### src/rtl/npc_pkg.sv
// npc_pkg: shared sequencer state encoding, instruction constants and error codes
package npc_pkg;
  typedef enum logic [2:0] {IDLE, FETCH, WAIT, EXEC, WB, HALT} state_t;
  typedef enum logic [1:0] {ERR_NONE = 2'd0, ERR_TIMEOUT = 2'd1, ERR_MISALIGN = 2'd2} err_t;
  localparam logic [31:0] INST_NOP    = 32'h0000_0013;
  localparam logic [31:0] INST_EBREAK = 32'h0010_0073;
endpackage

### src/rtl/npc_perf_cnt.sv
// npc_perf_cnt: 64-bit mcycle/minstret counters, wrapping modulo 2^64
// Ports: clk, rst_n (async low); i_cyc_inc/i_ret_inc increment strobes; o_mcycle/o_minstret counts.
module npc_perf_cnt (
  input  logic        clk,
  input  logic        rst_n,
  input  logic        i_cyc_inc,
  input  logic        i_ret_inc,
  output logic [63:0] o_mcycle,
  output logic [63:0] o_minstret
);
  logic [63:0] r_mcycle, r_minstret;
  always_ff @(posedge clk or negedge rst_n) begin
    if (!rst_n) begin
      r_mcycle   <= '0;
      r_minstret <= '0;
    end else begin
      r_mcycle   <= i_cyc_inc ? r_mcycle + 64'd1 : r_mcycle;
      r_minstret <= i_ret_inc ? r_minstret + 64'd1 : r_minstret;
    end
  end
  assign o_mcycle   = r_mcycle;
  assign o_minstret = r_minstret;
endmodule

### src/rtl/npc_seq_ctrl.sv
// npc_seq_ctrl: multi-cycle fetch/exec/writeback sequencer owning the PC
// Ports: clk, rst_n (async low), start; imem request (valid/ready/addr) and response (valid/data);
//   inst to decoder, alu_en/rf_wen strobes, rd and pc_next from datapath; pc, halt, err, mcycle, minstret.
// NPC_PERF_CNT_EN defined: mcycle/minstret counters built; otherwise both tie to zero.
module npc_seq_ctrl
  import npc_pkg::*;
#(
  parameter logic [31:0] RESET_PC      = 32'h8000_0000,
  parameter int          FETCH_TIMEOUT = 255
) (
  input  logic        clk,
  input  logic        rst_n,
  input  logic        start,
  output logic        imem_req_valid,
  input  logic        imem_req_ready,
  output logic [31:0] imem_req_addr,
  input  logic        imem_rsp_valid,
  input  logic [31:0] imem_rsp_data,
  output logic [31:0] inst,
  output logic        alu_en,
  input  logic [4:0]  rd,
  output logic        rf_wen,
  input  logic [31:0] pc_next,
  output logic [31:0] pc,
  output logic        halt,
  output logic [1:0]  err,
  output logic [63:0] mcycle,
  output logic [63:0] minstret
);
  state_t      r_state, w_state_nxt;
  logic [31:0] r_pc, r_inst;
  logic [7:0]  r_timer;
  err_t        r_err;
  logic        r_alu_en, r_rf_wen;
  logic        w_tmo, w_fetching, w_to_halt;
  assign w_tmo      = r_timer == 8'(FETCH_TIMEOUT - 1);
  assign w_fetching = r_state == FETCH || r_state == WAIT;
  assign w_to_halt  = w_state_nxt == HALT && r_state != HALT;
  always_ff @(posedge clk or negedge rst_n) begin
    if (!rst_n) r_state <= IDLE;
    else        r_state <= w_state_nxt;
  end
  // a response latched on the final allowed cycle wins over the timeout
  always_comb begin
    w_state_nxt = r_state;
    unique case (r_state)
      IDLE:    w_state_nxt = start ? FETCH : IDLE;
      FETCH:   w_state_nxt = w_tmo ? HALT : imem_req_ready ? WAIT : FETCH;
      WAIT:    w_state_nxt = imem_rsp_valid ? EXEC : w_tmo ? HALT : WAIT;
      EXEC:    w_state_nxt = r_inst == INST_EBREAK ? HALT : WB;
      WB:      w_state_nxt = pc_next[1:0] != 2'b00 ? HALT : FETCH;
      HALT:    w_state_nxt = HALT;
      default: w_state_nxt = IDLE;
    endcase
  end
  always_comb begin
    imem_req_valid = r_state == FETCH;
    halt           = r_state == HALT;
  end
  // timer restarts from zero on every FETCH entry because the preceding state is never FETCH/WAIT
  always_ff @(posedge clk or negedge rst_n) begin
    if (!rst_n) begin
      r_pc     <= RESET_PC;
      r_inst   <= INST_NOP;
      r_timer  <= '0;
      r_err    <= ERR_NONE;
      r_alu_en <= 1'b0;
      r_rf_wen <= 1'b0;
    end else begin
      r_pc     <= r_state == WB && w_state_nxt == FETCH ? pc_next : r_pc;
      r_inst   <= r_state == WAIT && imem_rsp_valid ? imem_rsp_data : r_inst;
      r_timer  <= w_fetching ? r_timer + 8'd1 : '0;
      r_err    <= w_to_halt && w_fetching ? ERR_TIMEOUT : w_to_halt && r_state == WB ? ERR_MISALIGN : r_err;
      r_alu_en <= w_state_nxt == EXEC;
      r_rf_wen <= r_state == EXEC && w_state_nxt == WB && rd != 5'd0;
    end
  end
  assign imem_req_addr = r_pc;
  assign pc            = r_pc;
  assign inst          = r_inst;
  assign err           = r_err;
  assign alu_en        = r_alu_en;
  assign rf_wen        = r_rf_wen;
`ifdef NPC_PERF_CNT_EN
  logic w_cyc_inc, w_ret_inc;
  assign w_cyc_inc = r_state != IDLE && r_state != HALT;
  assign w_ret_inc = (r_state == EXEC && r_inst == INST_EBREAK) || (r_state == WB && w_state_nxt == FETCH);
  npc_perf_cnt u_perf (
    .clk        (clk),
    .rst_n      (rst_n),
    .i_cyc_inc  (w_cyc_inc),
    .i_ret_inc  (w_ret_inc),
    .o_mcycle   (mcycle),
    .o_minstret (minstret)
  );
`else
  assign mcycle   = '0;
  assign minstret = '0;
`endif
endmodule

### config.mk
export PLATFORM = sky130hd
export DESIGN_NAME = npc_seq_ctrl
export DESIGN_NICKNAME = d
export VERILOG_FILES = /design/src/rtl/npc_pkg.sv /design/src/rtl/npc_perf_cnt.sv /design/src/rtl/npc_seq_ctrl.sv
export SDC_FILE = /design/constraint.sdc
export NUM_CORES = 1
export LEC_CHECK = 0
export CAP_MARGIN = 20
export CORE_AREA = 2 2 118 120
export CTS_CLUSTER_DIAMETER = 120
export DETAILED_ROUTE_END_ITERATION = 16
export DIE_AREA = 0 0 120 122
export HOLD_SLACK_MARGIN = 0.03
export PLACE_DENSITY = 0.78
export SYNTH_ARGS = -nofsm -noshare
export SYNTH_HDL_FRONTEND = slang
export SYNTH_SLANG_ARGS = --single-unit
### constraint.sdc
create_clock -name clk -period 4.2 [get_ports clk]
set_input_delay 1.26 -clock clk [delete_from_list [all_inputs] [get_ports clk]]
set_output_delay 1.26 -clock clk [all_outputs]
set_load 0.02 [all_outputs]
==> metrics, run 1 <==
Netlist Area Pre-Place=4680 um^2; Most used DFF post-synth=dfrtp_1; Hold Vio Cnt, Final=0; Port Buffers=175; width of the die=120 um; most frequent cells in the layout=clkdlybuf4s50_1 (174), conb_1 (128), dfrtp_1 (75); Core Box Area=13500 um^2; RSZ-0062 raised after global routing=false; via count=2848; root buffer cell=clkbuf_16; area delta synth->final=31.5%; commonest non-fill, non-tap cell in the layout=clkdlybuf4s50_1; Final HPWL DP=7.10 mm; Worst Path Arrival=1.80 ns; Setup TNS Final=0 ns; asr flop ratio synth=100%; CTS buffer count=9; max frequency=0.327 GHz; H-tree depth=3; pwr dens=747 nW/um^2; largest net degree at the start of global routing=80; setup ws final=1.14 ns; Worst Reg-to-Reg Cells=4; Synth Warn #=0; # setup viols final=0; Nets=609; status=finished clean; Final Cycle Share=72.9%; M3 GR Usage=4.45%; CTS tree=built; unique cell type count in the Yosys netlist=40; row count=43; Hold Path Depth=1; Slew @ Worst Pin=1.04 ns; Synth top area share=40.1%; Post-Route WL=9.35 mm; crit path kind=reg -> out; Max Root-Sink Buffers=2; WHS Endpoint=err[0]; Ports=304; antenna viol nets, final=0; Hold Crit Class=reg -> reg; GPL Wtd Cong=0.707; worst path required time=2.94 ns; dpl ws=0.958 ns; met2 GRT Util=20.2%; vias in the first global route=2674; placed insts=701; first-pass GRT wire length=13.9 mm; FF-to-FF End=imem_req_addr[20]; CTS clk-pin slew, worst paths=0.06 ns; busiest grt layer=met2; post-CTS sizing=0; # fillers=1236; full die area=14600 um^2; Pleak=2.90 nW; WL/cell=13.0 um; Worst R2R Start=r_state[2]; sequential cell area fraction in the yosys report=42.4%; layout cell share with drive strength beyond 1=16.9%; GRT overflow=0; crit path max fanout=8; antenna violations before repair=1; Rel. slew slack=30.1%; worst clock skew=0.00585 ns; Tmin final=3.06 ns; DR iter-0 viols=56; Synth Instances=386; Tot GR Track Use=12.2%; Synth Area per Inst=12.1 um^2; GR Layer Usage met1=14.1%; Slew Viols, Final=0; vias per inst=3.96; reg-to-reg slack, setup=2.01 ns; Final Non-Filler Cells=719; DRC Markers=0; clock network latency to the later pin of the worst-skew pair=0.33 ns; Hold Buf Count CTS=0; Sink Count=79; Synth area leader=dfrtp_1; die extent in y=122 um; max-cap violations=0; hold_sp=err[0]; DRT Pass-1 Iters=4; Worst setup EP type=primary output; VDD IR-drop max=0.000309 V; Starting Density=34.7%; postcts setup bufs=0; synth top area cells=dfrtp_1 (40%), buf_4 (26%), mux2_4 (18%), dfstp_2 (2.2%), mux2_2 (1.4%); Setup crit start kind=register; Synth Register Bits=79; Post-synth EDFFs=0
worst max-delay path, stage by stage (launching register included):
cell,delay (ns)
dfrtp_1,0.45
nand2b_1,0.24
nor2_1,0.13
clkdlybuf4s50_1,0.64
logic make-up after synthesis:
logic type	count (synthesis)	synth area share [%]
simple gates	50	6.20
buf+inv	174	28.6
xor+xnor	6	1.12
mux	62	19.4
flops	79	42.4
other cells	1	0.0801
compound gates	12	1.66
fa+ha+maj	2	0.535
report_power, final:
group | internal [mW] | leakage (nW) | switching (mW)
Clock | 0.473 | 0.144 | 0.305
Combinational | 1.31 | 1.78 | 1.09
Sequential | 1.11 | 0.978 | 0.311
stage by stage:
step	power [mW]	cell area, um^2	utilization, %	hold slack [ns]
2_1_floorplan	3.01	5160	-	0.487
3_3_place_gp	3.80	5830	43.1	0.474
3_5_place_dp	3.85	5830	43.1	0.481
4_1_cts	4.66	6120	45.4	0.494
5_1_grt	4.83	6150	45.6	0.508
6_report	4.60	6150	45.6	0.482
worst max path at each step:
stage                     from                 to  slack [ns]  cells after the start
floorplan           r_state[1]               halt        2.02                      2
global placement    pc_next[0]  imem_req_addr[28]        1.01                      4
detailed placement  pc_next[0]   imem_req_addr[8]        0.96                      4
CTS                 r_state[1]     imem_req_valid        1.11                      3
global route        r_state[1]               halt        1.01                      3
finish              r_state[1]               halt        1.14                      3
metal layers:
metal / vias to the layer above / share of wire [%]
met5: - / 0
met4: 0 / 2.1
met3: 13 / 9.5
met2: 160 / 50
met1: 1382 / 38
li1: 1293 / -
synth_stat cells, types with 3 or more instances:
library cell and number:
nor4_1 5, nand3_1 4, buf_12 3, a21oi_1 3, mux2_4 56, mux2_2 6
o21ai_0 3, nor3_1 3, nor2_1 14, inv_1 4, buf_4 162, nand4_1 4
dfrtp_1 75, dfstp_2 4, nand2_1 3, xor2_1 5, buf_6 4
state kept, by name (all words and copies together), names as in the netlist:
name / count
r_state: 3
inst: 32
rf_wen: 1
err: 2
imem_req_addr: 32
alu_en: 1
r_timer: 8
layout make-up:
class                           instances  area (um^2)  share of cell area [%]
Timing Repair Buffer                  178         1790                    29.1
Antenna cell                            1         2.50                  0.0407
Clock inverter                          6         60.1                   0.976
Tap cell                              180          225                    3.66
Inverter                                5         18.8                   0.305
Sequential cell                        79         1980                    32.2
Clock buffer                           10          239                    3.88
Multi-Input combinational cell        260         1840                    29.8
No activity file was read; power rests on OpenSTA's default activity.
==> run 2: changes to the inputs <==
- CORE_AREA: 2 2 118 120 -> unset
- CORE_MARGIN: unset -> 1
- CORE_UTILIZATION: unset -> 33
- DIE_AREA: 0 0 120 122 -> unset
- PLACE_DENSITY: 0.78 -> 0.77
- clock period: 4.2 -> 2.8 ns (I/O delays scaled with it)
==> run 2 against run 1 <==
- first-iteration DRC count is 13% lower
- clock skew hardly changed
- via count shrank 2.2%
- clock power up 35%
- largest power group unchanged
- critical path type unchanged
==> metrics, run 2 (synthesis results as in run 1) <==
area delta synth->final=31.1% (was 31.5%); pwr dens=1110 nW/um^2 (was 747 nW/um^2); WL/cell=12.9 um (was 13.0 um); Tot GR Track Use=12.6% (was 12.2%); most frequent cells in the layout=clkdlybuf4s50_1 (174), conb_1 (128), dfrtp_1 (75) (unchanged); GPL Wtd Cong=0.801 (was 0.707); die extent in y=121 um (was 122 um); crit path max fanout=8 (unchanged); RSZ-0062 raised after global routing=false (unchanged); max frequency=0.377 GHz; CTS clk-pin slew, worst paths=0.06 ns (about the same); crit path kind=reg -> out (unchanged); DRT Pass-1 Iters=4 (unchanged); status=finished clean (unchanged); Slew Viols, Final=0 (unchanged); GRT overflow=0 (unchanged); layout cell share with drive strength beyond 1=16.6% (was 16.9%); Port Buffers=175 (unchanged); Worst Reg-to-Reg Cells=4 (unchanged); postcts setup bufs=0 (unchanged); Hold Crit Class=in -> async (was reg -> reg); post-CTS sizing=0 (unchanged); placed insts=702 (was 701); worst clock skew=0.00556 ns (was 0.00585 ns); Core Box Area=13900 um^2 (was 13500 um^2); # setup viols final=0 (unchanged); FF-to-FF End=inst[29] (was imem_req_addr[20]); Sink Count=79 (unchanged); full die area=14700 um^2 (was 14600 um^2); critical path cell sequence=nand2b_1 > nor2_1 > clkdlybuf4s50_1 (unchanged); family with the most delay on the worst path=buffers and inverters (unchanged); Ports=304 (unchanged); via count=2784 (was 2848); Final Cycle Share=94.6%; antenna viol nets, final=0 (unchanged); H-tree depth=3 (unchanged); width of the die=121 um (was 120 um); antenna violations before repair=0 (was 1); max-cap violations=0 (unchanged); root buffer cell=clkbuf_16 (unchanged); row count=43 (unchanged); Setup TNS Final=0 ns (unchanged); Final Util=44.2% (was 45.6%); ant diodes=0 (was 1); DR iter-0 viols=49 (was 56); clock network latency to the later pin of the worst-skew pair=0.33 ns (about the same); final std cell area, no fill=6140 um^2 (was 6150 um^2); Max Root-Sink Buffers=2 (unchanged); Post-Route WL=9.21 mm (was 9.35 mm); Nets=609 (unchanged); VDD IR-drop max=0.000537 V (was 0.000309 V); worst path required time=1.96 ns (was 2.94 ns); Hold Slack=0.460 ns (was 0.482 ns); Tmin final=2.65 ns; Worst R2R Start=r_state[1] (was r_state[2]); Worst path slowest cell=clkdlybuf4s50_1 (unchanged); CTS tree=built (unchanged); commonest non-fill, non-tap cell in the layout=clkdlybuf4s50_1 (unchanged); first-pass GRT wire length=13.9 mm (unchanged); DP Area=5870 um^2 (was 5830 um^2); largest net degree at the start of global routing=46 (was 80); Hold Vio Cnt, Final=0 (unchanged); DRC Markers=0 (unchanged); CTS buffer count=9 (unchanged); Hold Buf Count CTS=0 (unchanged); Pleak=2.90 nW (about the same); Setup crit start kind=register (unchanged); Worst setup EP type=primary output (unchanged); Final HPWL DP=7.04 mm (was 7.10 mm); vias in the first global route=2608 (was 2674); reg-to-reg slack, setup=1.10 ns (was 2.01 ns); Worst Path Arrival=1.81 ns (was 1.80 ns); critical path's largest stage delay=0.62 ns (was 0.64 ns); Starting Density=33.7% (was 34.7%); CP Buf/Inv Count=1 (unchanged); vias per inst=3.88 (was 3.96); Final Non-Filler Cells=717 (was 719)
[run 2: stage by stage]
stage,worst slack [ns],power (mW)
after floorplan,1.04,4.52
after global placement,0.479,5.71
after CTS,0.122,6.89
final,0.151,6.80
after detailed placement,0.424,5.78
after global routing,0.0347,7.17
[run 2: layout make-up]
class,instances,area (um^2)
inverter,5,18.8
tap,180,225
clock inverter,4,22.5
clock buffer,11,243
timing repair buffer,178,1810
fill,1282,7740
sequential,79,1980
multi-input combinational,260,1840
[run 2: routing by layer]
metal  vias to the layer above  GRT usage, %  share of wire, %  wire length, um
li1                       1284             -                 -                -
met1                      1333          14.6                41             3800
met2                       155          21.7                50             4630
met3                        12          3.24               6.8              625
met4                         0          6.02               1.8              162
met5                         -             0                 0                0
[run 2: worst max-delay path by stage]
stage / slack [ns] / cells after the start / startpoint / end
2_1_floorplan: 1.04 / 2 / r_state[1] / halt
3_3_place_gp: 0.48 / 4 / imem_rsp_valid / inst[18]
3_5_place_dp: 0.42 / 4 / imem_rsp_valid / inst[18]
4_1_cts: 0.12 / 3 / r_state[1] / imem_req_valid
5_1_grt: 0.03 / 3 / r_state[1] / imem_req_valid
6_report: 0.15 / 3 / r_state[1] / imem_req_valid
[run 2: worst register-to-register path, delay by kind of cell, from the launching register on]
family                 cells  cell delay [ns]
flip-flops                 1             0.48
buffers and inverters      1             0.26
multiplexers               1             0.34
AND/OR/NAND/NOR            2             0.49
[run 2: report_power, final]
part,internal (mW),switching (mW),total [mW]
clock network,0.614,0.440,1.05
registers,1.66,0.462,2.13
logic,1.96,1.65,3.62
total,4.24,2.56,6.80
